## config.mk

```make
export PLATFORM = sky130hd
export DESIGN_NAME = mdc_fft_ctrl_flat
export DESIGN_NICKNAME = d
export VERILOG_FILES = /design/src/rtl/mdc_fft_ctrl_pkg.sv /design/src/rtl/mdc_fft_ctrl_if.sv /design/src/rtl/mdc_fft_ctrl_tag_pipe.sv /design/src/rtl/mdc_fft_ctrl.sv /design/src/flat_wrapper.sv
export SDC_FILE = /design/constraint.sdc
export NUM_CORES = 1
export LEC_CHECK = 0
export BUFFER_PORTS_ARGS = -buffer_cell sky130_fd_sc_hd__buf_2
export CAP_MARGIN = 30
export CORE_AREA = 5 5 141 143
export DETAILED_ROUTE_END_ITERATION = 8
export DIE_AREA = 0 0 146 148
export GPL_ROUTABILITY_DRIVEN = 0
export SLEW_MARGIN = 25
export SYNTH_ARGS = -nofsm -noshare
export SYNTH_HDL_FRONTEND = slang
export SYNTH_SLANG_ARGS = --single-unit
export TNS_END_PERCENT = 20
```

## constraint.sdc

```tcl
create_clock -name clk -period 2.6 [get_ports clk]
set_clock_uncertainty 0.1 [all_clocks]
set_input_delay 0.13 -clock clk [delete_from_list [all_inputs] [get_ports clk]]
set_output_delay 0.13 -clock clk [all_outputs]
set_load 0.005 [all_outputs]
```

## src/rtl/mdc_fft_ctrl_pkg.sv

```systemverilog
// mdc_fft_pkg: constants, tag layout and pipeline offset helpers shared by the
// 32-point radix-2 MDC FFT controller and its datapath.
//   t_stage(s, bf, tw) : cycle offset at which stage s sees an input pair
//   t_out(bf, tw)      : cycle offset at which an input pair leaves the FFT
package mdc_fft_pkg;

  localparam int unsigned N      = 32;
  localparam int unsigned LOG2N  = 5;
  localparam int unsigned PAIRS  = 16;
  localparam int unsigned NSTAGE = 5;
  localparam int unsigned CNT_W  = 4;
  localparam int unsigned TAG_W  = CNT_W + 2;

  // v: pair valid, p: frame parity, c: pair index within frame
  typedef struct packed {
    logic             v;
    logic             p;
    logic [CNT_W-1:0] c;
  } tag_t;

  // Delay-line length in front of stage s.
  function automatic int unsigned d_stage(input int unsigned s);
    return 32'd8 >> s;
  endfunction

  function automatic int unsigned t_stage(input int unsigned s,
                                          input int unsigned bf_lat,
                                          input int unsigned tw_lat);
    int unsigned t;
    t = 0;
    for (int unsigned i = 0; i < s; i++) t += bf_lat + tw_lat + d_stage(i);
    return t;
  endfunction

  function automatic int unsigned t_out(input int unsigned bf_lat,
                                        input int unsigned tw_lat);
    return t_stage(4, bf_lat, tw_lat) + bf_lat;
  endfunction

endpackage

```

## src/rtl/mdc_fft_ctrl_if.sv

```systemverilog
// mdc_fft_ctrl_if: input strobe and sequencing outputs of the MDC FFT
// controller.
//   master : drives di_en, observes the sequencing outputs (data source side)
//   slave  : the controller itself
interface mdc_fft_ctrl_if;
  logic        di_en;
  logic [4:0]  bf_en;
  logic [3:0]  sw_sel;
  logic [15:0] tw_addr;
  logic        do_en;
  logic [3:0]  do_cnt;
  logic        frame_done;
  logic        frame_err;
  logic        busy;

  modport master (output di_en,
                  input  bf_en, sw_sel, tw_addr, do_en, do_cnt,
                         frame_done, frame_err, busy);
  modport slave  (input  di_en,
                  output bf_en, sw_sel, tw_addr, do_en, do_cnt,
                         frame_done, frame_err, busy);
endinterface

```

## src/rtl/mdc_fft_ctrl_tag_pipe.sv

```systemverilog
// mdc_tag_pipe: shift chain of frame-position tags with a tap at every
// position. Position 0 is the tag entering this cycle; position k is the tag
// that entered k cycles ago. A flush clears v of every tag with matching
// parity as it moves to the next position.
//   clk, rst_n   : clock, asynchronous active-low reset
//   in_i         : tag entering position 0
//   flush_en_i   : clear matching-parity tags on this edge
//   flush_par_i  : parity of the frame being flushed
//   taps_o       : tags at positions 0..DEPTH-1
module mdc_tag_pipe
  import mdc_fft_pkg::*;
#(
  parameter int unsigned DEPTH = 29
) (
  input  logic                   clk,
  input  logic                   rst_n,
  input  tag_t                   in_i,
  input  logic                   flush_en_i,
  input  logic                   flush_par_i,
  output tag_t [DEPTH-1:0]       taps_o
);

  tag_t [DEPTH-1:1] tag_q, tag_d;
  tag_t [DEPTH-1:0] taps;

  assign taps   = {tag_q, in_i};
  assign taps_o = taps;

  always_comb begin
    tag_d = '0;
    for (int unsigned k = 1; k < DEPTH; k++) begin
      tag_d[k] = taps[k-1];
      if (flush_en_i && (taps[k-1].p == flush_par_i)) tag_d[k].v = 1'b0;
    end
  end

  always_ff @(posedge clk or negedge rst_n) begin
    if (!rst_n) tag_q <= '0;
    else        tag_q <= tag_d;
  end

endmodule

```

## src/rtl/mdc_fft_ctrl.sv

```systemverilog
// mdc_fft_ctrl: sequencing controller for the 32-point radix-2 MDC FFT.
// Tracks each input pair through the free-running datapath with a tag
// pipeline and decodes butterfly enables, commutator selects, twiddle
// addresses and output framing; aborts and suppresses gapped frames.
//   clk, rst_n : clock, asynchronous active-low reset
//   bus.di_en  : input pair valid
//   bus.bf_en / sw_sel / tw_addr : per-stage datapath controls
//   bus.do_en / do_cnt / frame_done : output framing
//   bus.frame_err : pulse after an aborted frame; bus.busy : work in flight
module mdc_fft_ctrl
  import mdc_fft_pkg::*;
#(
  parameter int unsigned BF_LAT = 1,
  parameter int unsigned TW_LAT = 2
) (
  input  logic            clk,
  input  logic            rst_n,
  mdc_fft_ctrl_if.slave   bus
);

  localparam int unsigned T_OUT = t_out(BF_LAT, TW_LAT);
  localparam int unsigned DEPTH = T_OUT + 1;

  logic [CNT_W-1:0] in_cnt_q, in_cnt_d;
  logic             parity_q, parity_d;
  logic             frame_err_q;
  logic             abort;
  tag_t             tag_in;
  tag_t [DEPTH-1:0] taps;
  tag_t             t_o;
  logic [4:0]       bf_en;
  logic [3:0]       sw_sel;
  logic [15:0]      tw_addr;
  logic             any_v;

  always_comb begin
    abort    = ~bus.di_en & (in_cnt_q != '0);
    in_cnt_d = in_cnt_q;
    parity_d = parity_q;
    if (abort) begin
      in_cnt_d = '0;
      parity_d = ~parity_q;
    end else if (bus.di_en) begin
      in_cnt_d = in_cnt_q + 1'b1;
      if (in_cnt_q == '1) parity_d = ~parity_q;
    end
  end

  always_ff @(posedge clk or negedge rst_n) begin
    if (!rst_n) begin
      in_cnt_q    <= '0;
      parity_q    <= 1'b0;
      frame_err_q <= 1'b0;
    end else begin
      in_cnt_q    <= in_cnt_d;
      parity_q    <= parity_d;
      frame_err_q <= abort;
    end
  end

  // Position 0 is unregistered, so the entering tag is gated by reset to keep
  // every output low while rst_n is asserted.
  always_comb begin
    tag_in.v = bus.di_en & rst_n;
    tag_in.p = parity_q;
    tag_in.c = in_cnt_q;
  end

  mdc_tag_pipe #(.DEPTH(DEPTH)) u_tag_pipe (
    .clk         (clk),
    .rst_n       (rst_n),
    .in_i        (tag_in),
    .flush_en_i  (abort),
    .flush_par_i (parity_q),
    .taps_o      (taps)
  );

  for (genvar s = 0; s < NSTAGE; s++) begin : g_stage
    localparam int unsigned TS = t_stage(s, BF_LAT, TW_LAT);
    tag_t t_s;
    assign t_s      = taps[TS];
    assign bf_en[s] = t_s.v;
    if (s < 4) begin : g_cm
      localparam logic [3:0] MASK = 4'(2 * d_stage(s) - 1);
      assign sw_sel[s]         = t_s.v & t_s.c[3-s];
      assign tw_addr[4*s +: 4] = t_s.v ? 4'((t_s.c & MASK) << s) : 4'h0;
    end
  end

  always_comb begin
    any_v = 1'b0;
    for (int unsigned k = 0; k < DEPTH; k++) any_v = any_v | taps[k].v;
  end

  assign t_o            = taps[T_OUT];
  assign bus.bf_en      = bf_en;
  assign bus.sw_sel     = sw_sel;
  assign bus.tw_addr    = tw_addr;
  assign bus.do_en      = t_o.v;
  assign bus.do_cnt     = t_o.v ? t_o.c : '0;
  assign bus.frame_done = t_o.v & (t_o.c == '1);
  assign bus.frame_err  = frame_err_q;
  assign bus.busy       = (in_cnt_q != '0) | any_v;

endmodule

```

## src/flat_wrapper.sv

```systemverilog
// flat-port wrapper written by rule: the top's interface ports become plain ports
module mdc_fft_ctrl_flat import mdc_fft_pkg::*;
#(
  parameter int unsigned BF_LAT = 1,
  parameter int unsigned TW_LAT = 2
)
  (clk, rst_n, bus_di_en, bus_bf_en, bus_sw_sel, bus_tw_addr, bus_do_en, bus_do_cnt, bus_frame_done, bus_frame_err, bus_busy);
  mdc_fft_ctrl_if bus_i ();
  input  logic clk;
  input  logic rst_n;
  input wire logic [$bits(bus_i.di_en)-1:0] bus_di_en;
  output wire logic [$bits(bus_i.bf_en)-1:0] bus_bf_en;
  output wire logic [$bits(bus_i.sw_sel)-1:0] bus_sw_sel;
  output wire logic [$bits(bus_i.tw_addr)-1:0] bus_tw_addr;
  output wire logic [$bits(bus_i.do_en)-1:0] bus_do_en;
  output wire logic [$bits(bus_i.do_cnt)-1:0] bus_do_cnt;
  output wire logic [$bits(bus_i.frame_done)-1:0] bus_frame_done;
  output wire logic [$bits(bus_i.frame_err)-1:0] bus_frame_err;
  output wire logic [$bits(bus_i.busy)-1:0] bus_busy;
  assign bus_i.di_en = bus_di_en;
  assign bus_bf_en = bus_i.bf_en;
  assign bus_sw_sel = bus_i.sw_sel;
  assign bus_tw_addr = bus_i.tw_addr;
  assign bus_do_en = bus_i.do_en;
  assign bus_do_cnt = bus_i.do_cnt;
  assign bus_frame_done = bus_i.frame_done;
  assign bus_frame_err = bus_i.frame_err;
  assign bus_busy = bus_i.busy;
  mdc_fft_ctrl #(.BF_LAT(BF_LAT), .TW_LAT(TW_LAT)) u_core (.clk(clk), .rst_n(rst_n), .bus(bus_i));
endmodule
```

==> results.json, run 1 <==
{
  "outcome": "complete, no violations",
  "clock_path_buffers": 2,
  "post_drt_wl_per_cell_um": 12.6,
  "total_power_mw": 7.33,
  "gr-total-overflow": 0,
  "synth_most_common_cell": "dfrtp_1",
  "grt_max_degree": 152,
  "rows": 50,
  "synthTopCellsByCount": "dfrtp_1, xnor2_1, a21boi_0",
  "hold_class": "in2async",
  "start_util_pct": 28.4,
  "syn_avg_cell_area_um2": 17.7,
  "setup_viol": 0,
  "cp_max_fo": 6,
  "p_leak_nw": 3.03,
  "fin_crit_sh_pct": 93.1,
  "finalMaxSlewViolations": 0,
  "dpl.cell_count": 547,
  "arrival_ns": 2.19,
  "cap_violations": 0,
  "portBuffers": 29,
  "clk_pin_slew_ns": 0.06,
  "grt_usage_pct": 7.58,
  "setup-tns-final_ns": 0,
  "final_nets": 340,
  "rsz0062_at_grt": "false",
  "hpwl_um": 4450,
  "synth_area_leaders": "dfrtp_1, xnor2_1, a21boi_0, buf_4, and2_1",
  "drive_above_1_share_pct": 20.4,
  "routed.top_layer": "met4",
  "cp-end-kind": "output pin",
  "area_growth_pct": 19.6,
  "ant_nets": 0,
  "die-area_um2": 21600,
  "syn_area_um2": 5240,
  "yosysUniqueCellTypes": 27,
  "cts_sinks": 173,
  "max_freq_ghz": 0.413,
  "synth_largest_area_cell": "dfrtp_1",
  "slew_headroom_pct": 47.9,
  "tightest_slew_ns": 0.782,
  "via_per_inst": 3.93,
  "numCtsBuffers": 17,
  "async_flop_share_pct": 100,
  "grt_first_pass_wirelength_um": 12800,
  "clk_latency_ns": 0.41,
  "final_cells": 582,
  "die_h_um": 148,
  "irDropWorstVdd_mv": 0.527,
  "io_pins": 36,
  "dr_wl_met3_um": 384,
  "synth-main-ff-cell": "dfrtp_1",
  "critPathKind": "reg2out",
  "num_vias": 2287,
  "tritoncts": "built",
  "period_minus_slack_ns": 2.42,
  "r2r-start": "u_core.in_cnt_q[0]",
  "drt_iter0_drc": 136,
  "first_pass_iters": 4,
  "wl_met2_um": 3290,
  "drc_errors": 0,
  "synth_top_area_share_pct": 82.7,
  "hold_viol": 0,
  "wirelength_um": 7350,
  "yosys_register_bits": 173,
  "die_x_um": 146,
  "root_buffer": "clkbuf_16",
  "cts-htree-levels": 4,
  "utilization_pct": 33.9,
  "m1WireLength_um": 3600,
  "power.density_nw_per_um2": 1170,
  "grt_pass1_vias": 2469,
  "crit_start": "u_core.u_tag_pipe.taps_o[173]",
  "synth_edf_count": 0,
  "yosysSeqAreaShare_pct": 82.7,
  "core_area_um2": 18500,
  "synth.yosys.warnings": 0,
  "netlist_instances": 296,
  "cp.required_ns": 2.37,
  "startpoint_type": "flop",
  "diodes": 0,
  "antenna_found_initial": 0
}
## layer usage
layer / GRT usage [%] / up-vias
met5: 0 / -
met3: 3.13 / 6
met2: 10.5 / 40
met4: 2.82 / 0
li1: - / 1023
met1: 10.6 / 1218
## cell type report
type | count | area (um2)
Fill cell | 1729 | 12200
Sequential cell | 173 | 4330
Tap cell | 234 | 293
Clock buffer | 19 | 443
Multi-Input combinational cell | 104 | 773
Clock inverter | 13 | 180
Timing Repair Buffer | 36 | 234
Inverter | 3 | 11.3
## what timing repair did
item | CTS | global route
setup buffers | 0 | 1
hold buffers | 2 | 0
resized for setup | 0 | 1
hold endpoints to repair | 25 | 0
endpoints found under the setup margin | 0 | 1
## sequential cells by signal (all words and copies together) (netlist names)
| register | flops |
|---|---|
| u_core.u_tag_pipe.taps_o | 167 |
| u_core.parity_q | 1 |
| u_core.in_cnt_q | 4 |
| u_core.bus.frame_err | 1 |
## cell families after synthesis
group                      count (synthesis)  share of synthesized area, %
AOI/OAI and AO/OA                         31                          4.40
xor gates and xnor gates                  30                          5.02
adders and majority gates                  2                         0.478
buffers and inverters                     24                          2.96
DFF                                      173                          82.7
other                                      1                        0.0716
and+or+nand+nor                           35                          4.37
## power by group
group / internal (mW) / switching, mW
registers: 3.46 / 0.395
logic: 0.494 / 0.410
clock network: 1.56 / 1.01
## critical path, stage by stage, from the launching register on
cell	delay, ns
dfrtp_1	0.42
nor4_1	0.53
nand4_1	0.15
or4_4	0.53
buf_2	0.15
## stage by stage
step                      hold slack (ns)  setup WS (ns)  area, um2
after global routing               0.0750         0.0104       6260
after global placement            -0.0833          0.588       5610
after CTS                          0.0662         0.0908       6250
after floorplan                    -0.266          0.919       5250
after detailed placement          -0.0835          0.542       5610
final                              0.0787          0.180       6260
## cells in the final DEF, fill, tap and decap left out, types with 2 or more instances in the layout
cell type and count:
dfrtp_1 173, xnor2_1 29, buf_2 28, a21boi_0 27, clkbuf_16 17, and2_1 11, nor4_1 6, conb_1 6
clkinv_4 6, inv_1 3, and3_1 3, bufinv_16 3, inv_6 3, buf_4 3, nand3_1 2, nor2_1 2
nand2_1 2, o21ai_0 2, ha_1 2, dlygate4sd3_1 2, buf_12 2
## worst paths after layout
path,end,depth (start not counted),slack (ns)
worst min register to register,u_core.u_tag_pipe.taps_o[102],0,0.24
min in group clk,u_core.u_tag_pipe.taps_o[102],0,0.24
max in group asynchronous,u_core.u_tag_pipe.taps_o[157],3,1.28
worst min-delay path,u_core.u_tag_pipe.taps_o[18],2,0.08
worst max-delay path,bus_busy,4,0.18
worst max register to register,u_core.u_tag_pipe.taps_o[119],7,0.71
Note: power is estimated with default switching activity, not from simulation.
==> inputs of run 2 (changes only) <==
- clock period: 2.6 -> 1.94 ns (I/O delays scaled with it)
==> run 2 against run 1 <==
Net effect:
- global-route usage is 0.33 points higher
- clock-buffer cell count is 1 lower
- cell area is 1.2% higher
- critical path depth stayed put
- sequential cell count stayed put
- largest power group unchanged
- clock power is 33% higher
- hold slack better by 0.16 ns
- wire length is 3.1% higher
- combinational power is 49% higher
- cell count is 1.2% higher
- the run now ends with setup timing left
- highest routed layer unchanged
==> results.json, run 2 (synthesis results as in run 1) <==
{
  "outcome": "finished, violations left",
  "failed_checks": "setup timing",
  "grt_pass1_vias": 2445,
  "grt_first_pass_wirelength_um": 13300,
  "slowest_delay_ns": 0.53,
  "grt_max_degree": 174,
  "reg2regPathDepth": 7,
  "cp.required_ns": 1.74,
  "clk_latency_ns": 0.41,
  "rr_endpoint": "u_core.u_tag_pipe.taps_o[71]",
  "critical_path_depth": 4,
  "critPathKind": "reg2out",
  "diodes": 0,
  "multi_input_area_um2": 801,
  "total_power_mw": 9.91,
  "post_drt_wl_per_cell_um": 12.9,
  "period_minus_slack_ns": 2.22,
  "cp-end-kind": "output pin",
  "die-area_um2": 21600,
  "crit_start": "u_core.u_tag_pipe.taps_o[173]",
  "die_h_um": 148,
  "arrival_ns": 2.02,
  "cap_violations": 0,
  "crit_chain": "nor4_1, nand4_1, or4_4, buf_6",
  "io_pins": 36,
  "m1WireLength_um": 3930,
  "tightest_slew_ns": 0.848,
  "slew_headroom_pct": 43.5,
  "numCtsBuffers": 17,
  "drc_errors": 0,
  "fillCellCount": 1739,
  "startpoint_type": "flop",
  "num_vias": 2264,
  "setup_viol": 1,
  "wl_met2_um": 3200,
  "largest_reg_flops": 167,
  "clock_path_buffers": 2,
  "hold_slack_ns": 0.243,
  "grt_usage_pct": 7.91,
  "core_area_um2": 18500,
  "mostFrequentLayoutCell": "dfrtp_1",
  "drive_above_1_share_pct": 23.1,
  "hpwl_um": 4420,
  "irDropWorstVdd_mv": 0.945,
  "hold_viol": 0,
  "first_pass_iters": 4,
  "crit_family": "simple AND/OR/NAND/NOR gates",
  "clk_pin_slew_ns": 0.07,
  "start_util_pct": 28.4,
  "final-seq-area_um2": 4330,
  "drt_iter0_drc": 161,
  "gr-total-overflow": 0,
  "fin_crit_sh_pct": 114,
  "root_buffer": "clkbuf_16",
  "hold_start": "u_core.u_tag_pipe.taps_o[19]",
  "dpl.cell_count": 553,
  "max_freq_ghz": 0.451,
  "hold_class": "reg2reg",
  "final_cells": 589,
  "power.density_nw_per_um2": 1560,
  "cp_max_fo": 2,
  "layout_common_cells": "dfrtp_1, xnor2_1, a21boi_0, buf_2, clkbuf_16",
  "area_growth_pct": 21.1,
  "r2r_slack_ns": 0.23,
  "fin_ws_ns": -0.279,
  "cts_sinks": 173,
  "rsz0062_at_grt": "true",
  "portBuffers": 29,
  "final_nets": 347,
  "setup-tns-final_ns": -0.279,
  "path_buf_inv": 1,
  "tritoncts": "built",
  "via_per_inst": 3.84,
  "cts-htree-levels": 4,
  "die_x_um": 146,
  "rows": 50,
  "endpoint": "bus_busy",
  "cp_slowest_cell": "or4_4",
  "wirelength_um": 7580,
  "antenna_found_initial": 0,
  "p_leak_nw": 3.06,
  "dr_wl_met3_um": 319,
  "routed.top_layer": "met4",
  "ant_nets": 0,
  "r2r-start": "u_core.in_cnt_q[0]",
  "finalMaxSlewViolations": 0
}
-- run 2: changes by cell type in the layout (fill, tap and decap cells not counted), sizes merged --
| cell | delta |
|---|---|
| buf | +7 |
| bufinv | -1 |
| clkbuf | -1 |
| clkinv | -3 |
| clkinvlp | +2 |
| inv | +3 |
-- run 2: worst min path at each step --
stage,end,depth (start not counted),slack (ns)
2_1_floorplan,u_core.bus.frame_err,0,-0.30
3_3_place_gp,u_core.u_tag_pipe.taps_o[156],0,0.23
3_5_place_dp,u_core.u_tag_pipe.taps_o[145],0,0.23
4_1_cts,u_core.u_tag_pipe.taps_o[25],0,0.24
5_1_grt,u_core.u_tag_pipe.taps_o[103],0,0.25
6_report,u_core.u_tag_pipe.taps_o[25],0,0.24
-- run 2: area by class of cell --
class / instances / share of cell area, %
sequential: 173 / 68.3
multi-input combinational: 104 / 12.6
clock buffer: 18 / 6.93
timing repair buffer: 43 / 4.62
tap: 234 / 4.62
clock inverter: 14 / 2.76
inverter: 3 / 0.178
-- run 2: what timing repair did --
| action | in CTS | in global routing |
|---|---|---|
| hold buffers | 2 | 0 |
| hold endpoints to repair | 178 | 0 |
| setup buffers | 2 | 0 |
| gates resized for setup | 6 | 0 |
| pin swaps | 2 | 1 |
| endpoints found under the setup margin | 1 | 1 |
-- run 2: routing by layer --
| layer | vias to the layer above | global-route usage [%] |
|---|---|---|
| li1 | 1038 | - |
| met2 | 44 | 10.4 |
| met1 | 1170 | 11.6 |
| met3 | 12 | 2.88 |
| met5 | - | 0 |
| met4 | 0 | 3.67 |
-- run 2: through the flow --
stage,util [%],area [um2],setup slack (ns)
2_1_floorplan,-,5250,0.292
3_3_place_gp,30.6,5650,-0.0167
3_5_place_dp,30.6,5650,0.0923
4_1_cts,34.4,6340,-0.250
5_1_grt,34.4,6340,-0.340
6_report,34.4,6340,-0.279
-- run 2: power by group --
group	total [mW]	internal (mW)	switching, mW	leakage, nW
Sequential	5.12	4.63	0.490	2.25
Clock	3.43	1.98	1.45	0.295
Combinational	1.35	0.739	0.614	0.516
Total	9.91	7.35	2.55	3.06
